[config.mk]
export PLATFORM = sky130hd
export DESIGN_NAME = fpadd_stream_ctrl
export DESIGN_NICKNAME = d
export VERILOG_FILES = /design/src/rtl/fpadd_stream_ctrl.sv
export SDC_FILE = /design/constraint.sdc
export NUM_CORES = 1
export LEC_CHECK = 0
export CORE_ASPECT_RATIO = 2
export CORE_UTILIZATION = 45
export DETAILED_ROUTE_END_ITERATION = 6
export PLACE_DENSITY_LB_ADDON = 0.12
export SLEW_MARGIN = 40
export SYNTH_ARGS = -nofsm -noshare
export SYNTH_HDL_FRONTEND = slang
export SYNTH_SLANG_ARGS = --single-unit
export TNS_END_PERCENT = 20
[constraint.sdc]
create_clock -name clk -period 4.25 [get_ports clk]
set_input_delay 1.0625 -clock clk [delete_from_list [all_inputs] [get_ports clk]]
set_output_delay 1.0625 -clock clk [all_outputs]
set_load 0.01 [all_outputs]
[src/rtl/fpadd_stream_ctrl.sv]
// Valid/ready stream wrapper around a fixed-latency, non-stalling FP adder datapath.
// Define FPADD_STREAM_FLAGS_EN to add per-entry out_flags {inf_or_nan, zero}.
module fpadd_stream_ctrl #(
    parameter int unsigned LATENCY = 4,
    parameter int unsigned DEPTH   = 8
) (
    input  logic        clk,
    input  logic        rst_n,
    input  logic        in_valid,
    output logic        in_ready,
    input  logic [31:0] in_a,
    input  logic [31:0] in_b,
    output logic [31:0] bus_a,
    output logic [31:0] bus_b,
    input  logic [31:0] bus_result,
    output logic        out_valid,
    input  logic        out_ready,
    output logic [31:0] out_result,
`ifdef FPADD_STREAM_FLAGS_EN
    output logic [1:0]  out_flags,
`endif
    output logic        busy
);
    localparam int unsigned CntW = $clog2(DEPTH + 1);
    localparam int unsigned PtrW = (DEPTH > 1) ? $clog2(DEPTH) : 1;
    localparam logic [CntW-1:0] DepthC  = CntW'(DEPTH);
    localparam logic [PtrW-1:0] LastPtr = PtrW'(DEPTH - 1);

    logic               in_fire;
    logic               out_fire;
    logic               capture;
    logic [31:0]        bus_a_q, bus_a_d;
    logic [31:0]        bus_b_q, bus_b_d;
    logic [LATENCY-1:0] vld_q, vld_d;
    logic [CntW-1:0]    used_q, used_d;
    logic [CntW-1:0]    count_q, count_d;
    logic [PtrW-1:0]    head_q, head_d;
    logic [PtrW-1:0]    tail_q, tail_d;
    logic [31:0]        mem_q [DEPTH];
`ifdef FPADD_STREAM_FLAGS_EN
    logic [1:0]         flag_q [DEPTH];
`endif

    function automatic logic [PtrW-1:0] ptr_inc(input logic [PtrW-1:0] p);
        return (p == LastPtr) ? '0 : p + PtrW'(1);
    endfunction

    // Credits are counted from issue to pop, so in-flight ops always have a FIFO slot.
    assign in_ready   = (used_q < DepthC);
    assign out_valid  = (count_q != '0);
    assign in_fire    = in_valid & in_ready;
    assign out_fire   = out_valid & out_ready;
    assign capture    = vld_q[LATENCY-1];
    assign busy       = (used_q != '0);
    assign bus_a      = bus_a_q;
    assign bus_b      = bus_b_q;
    assign out_result = out_valid ? mem_q[head_q] : '0;
`ifdef FPADD_STREAM_FLAGS_EN
    assign out_flags  = out_valid ? flag_q[head_q] : 2'b00;
`endif

    always_comb begin
        bus_a_d = bus_a_q;
        bus_b_d = bus_b_q;
        if (in_fire) begin
            bus_a_d = in_a;
            bus_b_d = in_b;
        end

        vld_d    = '0;
        vld_d[0] = in_fire;
        for (int i = 1; i < int'(LATENCY); i++) begin
            vld_d[i] = vld_q[i-1];
        end

        unique case ({in_fire, out_fire})
            2'b10:   used_d = used_q + CntW'(1);
            2'b01:   used_d = used_q - CntW'(1);
            default: used_d = used_q;
        endcase

        unique case ({capture, out_fire})
            2'b10:   count_d = count_q + CntW'(1);
            2'b01:   count_d = count_q - CntW'(1);
            default: count_d = count_q;
        endcase

        head_d = out_fire ? ptr_inc(head_q) : head_q;
        tail_d = capture  ? ptr_inc(tail_q) : tail_q;
    end

    always_ff @(posedge clk or negedge rst_n) begin
        if (!rst_n) begin
            bus_a_q <= '0;
            bus_b_q <= '0;
            vld_q   <= '0;
            used_q  <= '0;
            count_q <= '0;
            head_q  <= '0;
            tail_q  <= '0;
        end else begin
            bus_a_q <= bus_a_d;
            bus_b_q <= bus_b_d;
            vld_q   <= vld_d;
            used_q  <= used_d;
            count_q <= count_d;
            head_q  <= head_d;
            tail_q  <= tail_d;
        end
    end

    // Storage needs no reset: entries are only visible while count_q covers them.
    always_ff @(posedge clk) begin
        if (capture) begin
            mem_q[tail_q] <= bus_result;
`ifdef FPADD_STREAM_FLAGS_EN
            flag_q[tail_q] <= {bus_result[30:23] == 8'hFF, bus_result[30:0] == 31'd0};
`endif
        end
    end

`ifndef SYNTHESIS
    if (LATENCY < 1 || DEPTH < 2) begin : g_param_check
        $error("fpadd_stream_ctrl: LATENCY must be >= 1 and DEPTH >= 2");
    end

    a_no_overflow: assert property (@(posedge clk) disable iff (!rst_n)
        capture |-> (count_q != DepthC))
        else $error("fpadd_stream_ctrl: capture into full FIFO");

    a_out_stable: assert property (@(posedge clk) disable iff (!rst_n)
        (out_valid && !out_ready) |=> $stable(out_result))
        else $error("fpadd_stream_ctrl: out_result changed while stalled");
`endif

endmodule

==> results.py, run 1 <==
metrics = {
    "floorplan": {
        "fp.coreArea_sq_um": 28300,
        "die_width_um": 122,
        "num_rows": 87,
        "initial_core_util_pct": 46.1,
        "chipHeight_um": 243,
        "area_of_the_die_sq_um": 29700,
        "top_level_ports": 199,
    },
    "synthesis": {
        "synth_seq_area_share_pct": 74.7,
        "total_of_flip_flops_plus_latches_after_synthesis": 338,
        "syn_nets": 738,
        "synth_area_sq_um": 13000,
        "yosysWarningCount": 0,
        "synth.avg_cell_area_sq_um": 20.8,
        "library_cells_used_by_synthesis": 32,
        "postSynthCellCount": 628,
    },
    "sta": {
        "final_clock_period_utilization_by_the_worst_path_pct": 94.8,
        "finalSetupViolations": 0,
        "skew_ns": 0.00889,
        "max_slew_margin_pct": 52.6,
        "unrepaired_setup_endpoints_after_global_routing": "no",
        "tightest_slew_ns": 0.709,
        "slew_viol_final": 0,
        "post_route_setup_tns_ns": 0,
        "count_of_endpoints_failing_hold_in_the_final_timing_report": 0,
        "final_period_minus_worst_setup_slack_ns": 4.03,
        "clock.fmax_mhz": 248,
    },
    "final_layout": {
        "nets": 968,
        "fill_cells": 2176,
        "synthToLayoutAreaGrowth_pct": 26.8,
        "drive_gt1_share_pct": 24.3,
        "diodes": 0,
        "area.sequential_sq_um": 9750,
        "post_route_core_utilization_pct": 58.4,
        "combined_area_of_the_multi_input_logic_cells_sq_um": 3160,
    },
    "clocking": {
        "cts_max_level": 1,
        "numCtsBuffers": 30,
        "cts_hold_repair.buffers": 0,
        "cts.sinks": 338,
        "worstSkewPairLatency_ns": 0.55,
        "post_cts_sizing_count": 0,
        "bufs_on_longest_clock_path": 3,
        "tritoncts": "yes",
        "clock_root_buffer": "clkbuf_16",
        "cts.clk_slew.worst_paths_ns": 0.06,
        "post_cts_buffers": 0,
    },
    "critical_path": {
        "critPathBufInv": 3,
        "type_of_the_worst_setup_path": "register to output pin",
        "worst_path_dominant_cell_family": "buffers and inverters",
        "worst_ep_required_time_ns": 3.19,
        "worstSetupStartpointType": "register",
        "critical-path-slowest-cell": "dfrtp_4",
        "crit_path_max_incr_delay_ns": 0.60,
        "cp_cell_sequence": "buf_12, buf_4, mux4_2, mux2i_1, nor2_1, clkdlybuf4s50_1",
        "cp_max_fo": 23,
        "worstPathArrival_ns": 2.97,
        "critPathCaptureType": "output pin",
    },
    "drt": {
        "postRouteAntennaNets": 0,
        "routed_via_density": 5.40,
        "detail_route.iter0.violations": 302,
        "route.detailed.wl_per_inst_um": 22.0,
        "via_count": 6659,
        "drt-pass1-iter-count": 4,
        "route.detailed.drc": 0,
        "wirelength_um": 27200,
    },
    "global_routing": {
        "grt_start_max_net_pins": 59,
        "grt_antenna_before_repair": 0,
        "grt_util_all_layers_pct": 19.4,
        "grt_first_pass_wirelength_um": 43000,
        "gr-usage-met3_pct": 4.09,
        "grt.overflow.total": 0,
        "grt.met1_usage_pct": 22.5,
        "vias_in_the_first_global_route": 7662,
        "top_usage_layer": "met2",
        "grt.met2_usage_pct": 35.4,
    },
    "power_and_ir_drop": {
        "share_comb_of_total_power_pct": 36.3,
        "power.density_cell_area_nw_per_um2": 682,
        "netSwitchingFraction_pct": 29.4,
        "seq_pwr_share_pct": 41.6,
        "power_report.internal_total_w": 0.00797,
        "power.ir.vdd_worst_mv": 0.460,
        "total_switching_power_w": 0.00331,
        "leakage_nw": 5.79,
        "power_frac_clock_pct": 22.1,
    },
    "placement": {
        "placement.io_buffers": 198,
        "detailedPlacementHpwl_um": 17700,
        "final_estimated_routing_congestion_in_global_placement": 0.696,
    },
    "run": {
        "timing.max_cap.violations": 0,
    },
    "hold_path": {
        "hold_class": "register to register",
    },
    "status": {
        "run_status": "completed",
    },
}
==> metal layers <==
| metal | wire (um) | part of all wire, % |
|---|---|---|
| met2 | 15000 | 55 |
| met5 | 0 | 0 |
| met1 | 10100 | 37 |
| met3 | 1530 | 5.6 |
| met4 | 465 | 1.7 |
==> sequential cells by signal, indices dropped and copies added (netlist names) <==
signal / count
bus_a: 32
bus_b: 32
vld_q: 4
count_q: 4
tail_q: 3
mem_q: 256
used_q: 4
head_q: 3
==> kinds of logic (layout without fill, tap and decap cells) <==
logic type	count (synthesis)	in the layout	share of synthesized area, %
flip-flops	338	338	74.7
buffers and inverters	33	282	1.54
multiplexers	166	166	19.6
adder cells (fa/ha/maj)	10	10	0.960
XOR/XNOR	10	10	0.672
AND/OR/NAND/NOR	61	61	2.04
AO/OA/AOI/OAI	10	10	0.470
==> final cells by class <==
class                   instances  share of cell area [%]
flip-flops and latches        338                    59.0
multi-input cells             257                    19.1
repair buffers                226                    13.7
clock buffers                  38                    4.85
well taps                     356                    2.69
clock inverters                13                   0.492
inverters                       5                   0.114
==> synth_stat cells <==
master	instances	area, sq um
a21o_1	1	7.51
xnor2_1	3	26.3
nand2b_1	3	18.8
buf_12	1	20.0
buf_6	2	22.5
nor2_1	40	150
buf_2	18	90.1
inv_1	2	7.51
nand3_1	1	5.00
a21oi_1	4	20.0
dfrtp_1	82	2050
mux2_2	68	766
or3_1	1	6.26
mux4_1	1	26.3
mux4_2	63	1420
nand2_1	6	22.5
inv_2	3	11.3
mux2_1	2	22.5
nand2_2	1	6.26
nor3_1	4	20.0
clkbuf_1	5	18.8
nor4_2	1	12.5
o21ai_0	2	10.0
buf_8	2	30.0
nor2b_1	4	25.0
xor2_1	7	61.3
a31oi_1	1	6.26
a211o_1	1	8.76
edfxtp_1	256	7690
ha_1	10	125
mux2i_1	32	320
o32ai_1	1	8.76
==> final timing paths <==
path / slack [ns] / depth (start not counted) / startpoint / to
max: 0.22 / 6 / head_q[0]$_DFFE_PN0P_ / out_result[16]
min: 0.35 / 0 / vld_q[0]$_DFF_PN0_ / vld_q[1]$_DFF_PN0_
max reg2reg: 1.39 / 12 / count_q[2]$_DFFE_PN0P_ / count_q[2]$_DFFE_PN0P_
min reg2reg: 0.35 / 0 / vld_q[0]$_DFF_PN0_ / vld_q[1]$_DFF_PN0_
max in group asynchronous: 3.03 / 2 / rst_n / bus_a[12]$_DFFE_PN0P_
min in group asynchronous: 0.46 / 1 / rst_n / bus_b[24]$_DFFE_PN0P_
==> stage by stage <==
step / instance area (sq um) / setup WS [ns] / power [W] / std cells / hold WS, ns
2_1_floorplan: 13000 / 0.994 / 0.00691 / 628 / 0.331
3_3_place_gp: 15500 / 0.745 / 0.00877 / 1177 / 0.334
3_5_place_dp: 15600 / 0.727 / 0.00893 / 1182 / 0.336
4_1_cts: 16500 / 0.131 / 0.0115 / 1233 / 0.351
5_1_grt: 16500 / 0.0503 / 0.0119 / 1233 / 0.355
6_report: 16500 / 0.221 / 0.0113 / 1233 / 0.349
==> placed cells by master (no fill, tap or decap), types with 4 or more instances in the layout <==
master,netlist,final
a21oi_1,4,4
clkbuf_16,0,31
clkbuf_1,5,7
clkdlybuf4s50_1,0,197
xor2_1,7,7
mux2i_1,32,32
ha_1,10,10
nor2b_1,4,4
nand2_1,6,6
nor2_4,0,6
nor2_1,40,34
clkinv_2,0,4
dfrtp_1,82,79
buf_8,2,4
mux4_2,63,63
edfxtp_1,256,256
mux2_2,68,68
clkinv_1,0,7
buf_4,0,21
==> power by group through the flow <==
stage / logic (W) / clock network, W / registers [W]
4_1_cts: 0.00419 / 0.00257 / 0.00471
6_report: 0.00409 / 0.00250 / 0.00469
5_1_grt: 0.00441 / 0.00267 / 0.00479
3_3_place_gp: 0.00405 / 0 / 0.00472
3_5_place_dp: 0.00416 / 0 / 0.00477
2_1_floorplan: 0.00224 / 0 / 0.00466
Power figures use the tool's default switching activity.
==> run 2: changes to the inputs <==
==> constraint.sdc (replaced) <==
create_clock -name clk -period 4.8 [get_ports clk]
set_input_delay 1.2 -clock clk [delete_from_list [all_inputs] [get_ports clk]]
set_output_delay 1.2 -clock clk [all_outputs]
set_load 0.01 [all_outputs]
==> run 2 against run 1 <==
Compared with the run above:
- register-to-register slack gained 0.52 ns
- die area unchanged
- worst hold slack improved by 0.0070 ns
- clock power fell by 2%
- design area fell by 0.11%
- clock skew decreased by 0.0014 ns
- via count fell by 1.2%
- core utilization shrank 0.066 points
- setup slack gained 0.36 ns
- count of clock-buffer cells in the layout fell by 4
- routed wire length decreased by 0.85%
- final cell count is 0.49% lower
==> results.py, run 2 (synthesis gave the netlist of run 1 again) <==
metrics = {
    "status": {
        "run_status": "completed",
    },
    "final_layout": {
        "most_common_cell_after_layout_fill_and_taps_aside": "edfxtp_1",
        "synthToLayoutAreaGrowth_pct": 26.7,
        "top_register": "mem_q",
        "stdcell_area_sq_um": 16500,
        "fill_cells": 2178,
        "nets": 958,
        "finish.cell_count_without_fillers": 1227,
        "combined_area_of_the_multi_input_logic_cells_sq_um": 3160,
        "largest_register_ff_count": 256,
        "area.sequential_sq_um": 9750,
        "final_cell_mix": "edfxtp_1, clkdlybuf4s50_1, dfrtp_1",
        "drive_gt1_share_pct": 24.7,
    },
    "sta": {
        "final_period_minus_worst_setup_slack_ns": 4.22,
        "fin_hold_ws_ns": 0.356,
        "skew_ns": 0.00751,
        "clock.fmax_mhz": 237,
        "post_route_setup_tns_ns": 0,
        "final_clock_period_utilization_by_the_worst_path_pct": 88.0,
        "count_of_endpoints_failing_hold_in_the_final_timing_report": 0,
        "finalSetupViolations": 0,
        "max_slew_margin_pct": 44.9,
        "slew_viol_final": 0,
        "unrepaired_setup_endpoints_after_global_routing": "no",
        "tightest_slew_ns": 0.827,
    },
    "global_routing": {
        "grt_start_max_net_pins": 83,
        "grt.overflow.total": 0,
        "grt_util_all_layers_pct": 18.8,
        "vias_in_the_first_global_route": 7548,
        "grt_antenna_before_repair": 2,
        "grt_first_pass_wirelength_um": 41400,
    },
    "critical_path": {
        "type_of_the_worst_setup_path": "register to output pin",
        "worst_ep_required_time_ns": 3.60,
        "worstPathArrival_ns": 3.02,
        "cp_max_fo": 29,
        "worstSetupStartpointType": "register",
        "r2r.worst_path.cells": 12,
        "critPathCaptureType": "output pin",
    },
    "hold_path": {
        "hold_class": "register to register",
        "worstHoldPathCells": 0,
    },
    "drt": {
        "route.detailed.wl_per_inst_um": 21.9,
        "detail_route.iter0.violations": 330,
        "drt-pass1-iter-count": 4,
        "routed_via_density": 5.36,
        "wirelength_um": 26900,
        "postRouteAntennaNets": 0,
        "route.detailed.drc": 0,
        "via_count": 6581,
    },
    "power_and_ir_drop": {
        "seq_pwr_share_pct": 41.2,
        "power_report.internal_total_w": 0.00724,
        "total_switching_power_w": 0.00292,
        "power_frac_clock_pct": 24.2,
        "share_comb_of_total_power_pct": 34.6,
        "leakage_nw": 5.78,
        "netSwitchingFraction_pct": 28.7,
        "power.ir.vdd_worst_mv": 0.371,
        "power.density_cell_area_nw_per_um2": 615,
    },
    "placement": {
        "place_area_sq_um": 15500,
        "final_estimated_routing_congestion_in_global_placement": 0.711,
        "dpl.cell_count": 1173,
        "detailedPlacementHpwl_um": 17000,
        "placement.io_buffers": 198,
    },
    "floorplan": {
        "chipHeight_um": 243,
        "num_rows": 87,
        "initial_core_util_pct": 46.1,
        "die_width_um": 122,
        "area_of_the_die_sq_um": 29700,
        "top_level_ports": 199,
        "fp.coreArea_sq_um": 28300,
    },
    "clocking": {
        "cts_hold_repair.buffers": 0,
        "worstSkewPairLatency_ns": 0.55,
        "cts.sinks": 338,
        "bufs_on_longest_clock_path": 3,
        "clock_root_buffer": "clkbuf_16",
        "post_cts_buffers": 0,
        "numCtsBuffers": 29,
        "cts_max_level": 1,
        "cts.clk_slew.worst_paths_ns": 0.07,
        "post_cts_sizing_count": 0,
        "tritoncts": "yes",
    },
    "run": {
        "timing.max_cap.violations": 0,
    },
}
run 2: changes by cell type in the layout (fill, tap and decap cells not counted), moves of 2 or more:
cell	change
clkbuf_16	-2
clkinvlp_4	+2
clkinv_1	-6
buf_4	-2
clkbuf_8	+2
clkinv_4	+2
buf_12	-2
buf_8	-4
clkinv_2	+2
clkbuf_1	-3
bufinv_16	+5
run 2: area by class of cell:
cell class,instances,share of cell area [%]
Timing Repair Buffer,217,12.9
Inverter,5,0.114
Clock buffer,34,4.57
Tap cell,356,2.70
Multi-Input combinational cell,257,19.1
Antenna cell,1,0.0152
Clock inverter,19,1.55
Sequential cell,338,59.0
run 2: critical path, stage by stage, from the launching register on:
cell and delay (ns):
dfrtp_4 0.78, buf_4 0.37, mux4_2 0.54, mux2i_1 0.20
nor2_1 0.07, clkdlybuf4s50_1 0.50
run 2: worst paths after layout:
path / startpoint / to / slack, ns
worst max-delay path: head_q[0]$_DFFE_PN0P_ / out_result[22] / 0.58
worst min register to register: vld_q[1]$_DFF_PN0_ / vld_q[2]$_DFF_PN0_ / 0.36
min in group asynchronous: rst_n / bus_b[19]$_DFFE_PN0P_ / 0.66
worst max register to register: count_q[2]$_DFFE_PN0P_ / count_q[2]$_DFFE_PN0P_ / 1.91
worst min-delay path: vld_q[1]$_DFF_PN0_ / vld_q[2]$_DFF_PN0_ / 0.36
max in group asynchronous: rst_n / head_q[1]$_DFFE_PN0P_ / 3.59
run 2: per-stage QoR:
stage	total power (W)	utilization, %	setup WS, ns
4_1_cts	0.0103	58.3	0.460
5_1_grt	0.0107	58.3	0.395
3_3_place_gp	0.00773	54.7	1.06
2_1_floorplan	0.00611	-	1.54
6_report	0.0102	58.3	0.576
3_5_place_dp	0.00784	54.8	1.06
run 2: metal layers:
metal	global-route usage (%)	wire, um	vias to the layer above
li1	-	-	2915
met1	20.4	9500	3407
met2	34.3	14700	222
met3	5.08	2110	35
met4	6.81	633	2
met5	0	13	-
run 2: power groups by stage:
stage	combinational (W)	sequential (W)	clock, W
after global placement	0.00352	0.00420	0
after floorplan	0.00198	0.00413	0
final	0.00352	0.00418	0.00246
after CTS	0.00361	0.00420	0.00252
after detailed placement	0.00359	0.00425	0
after global routing	0.00379	0.00426	0.00261
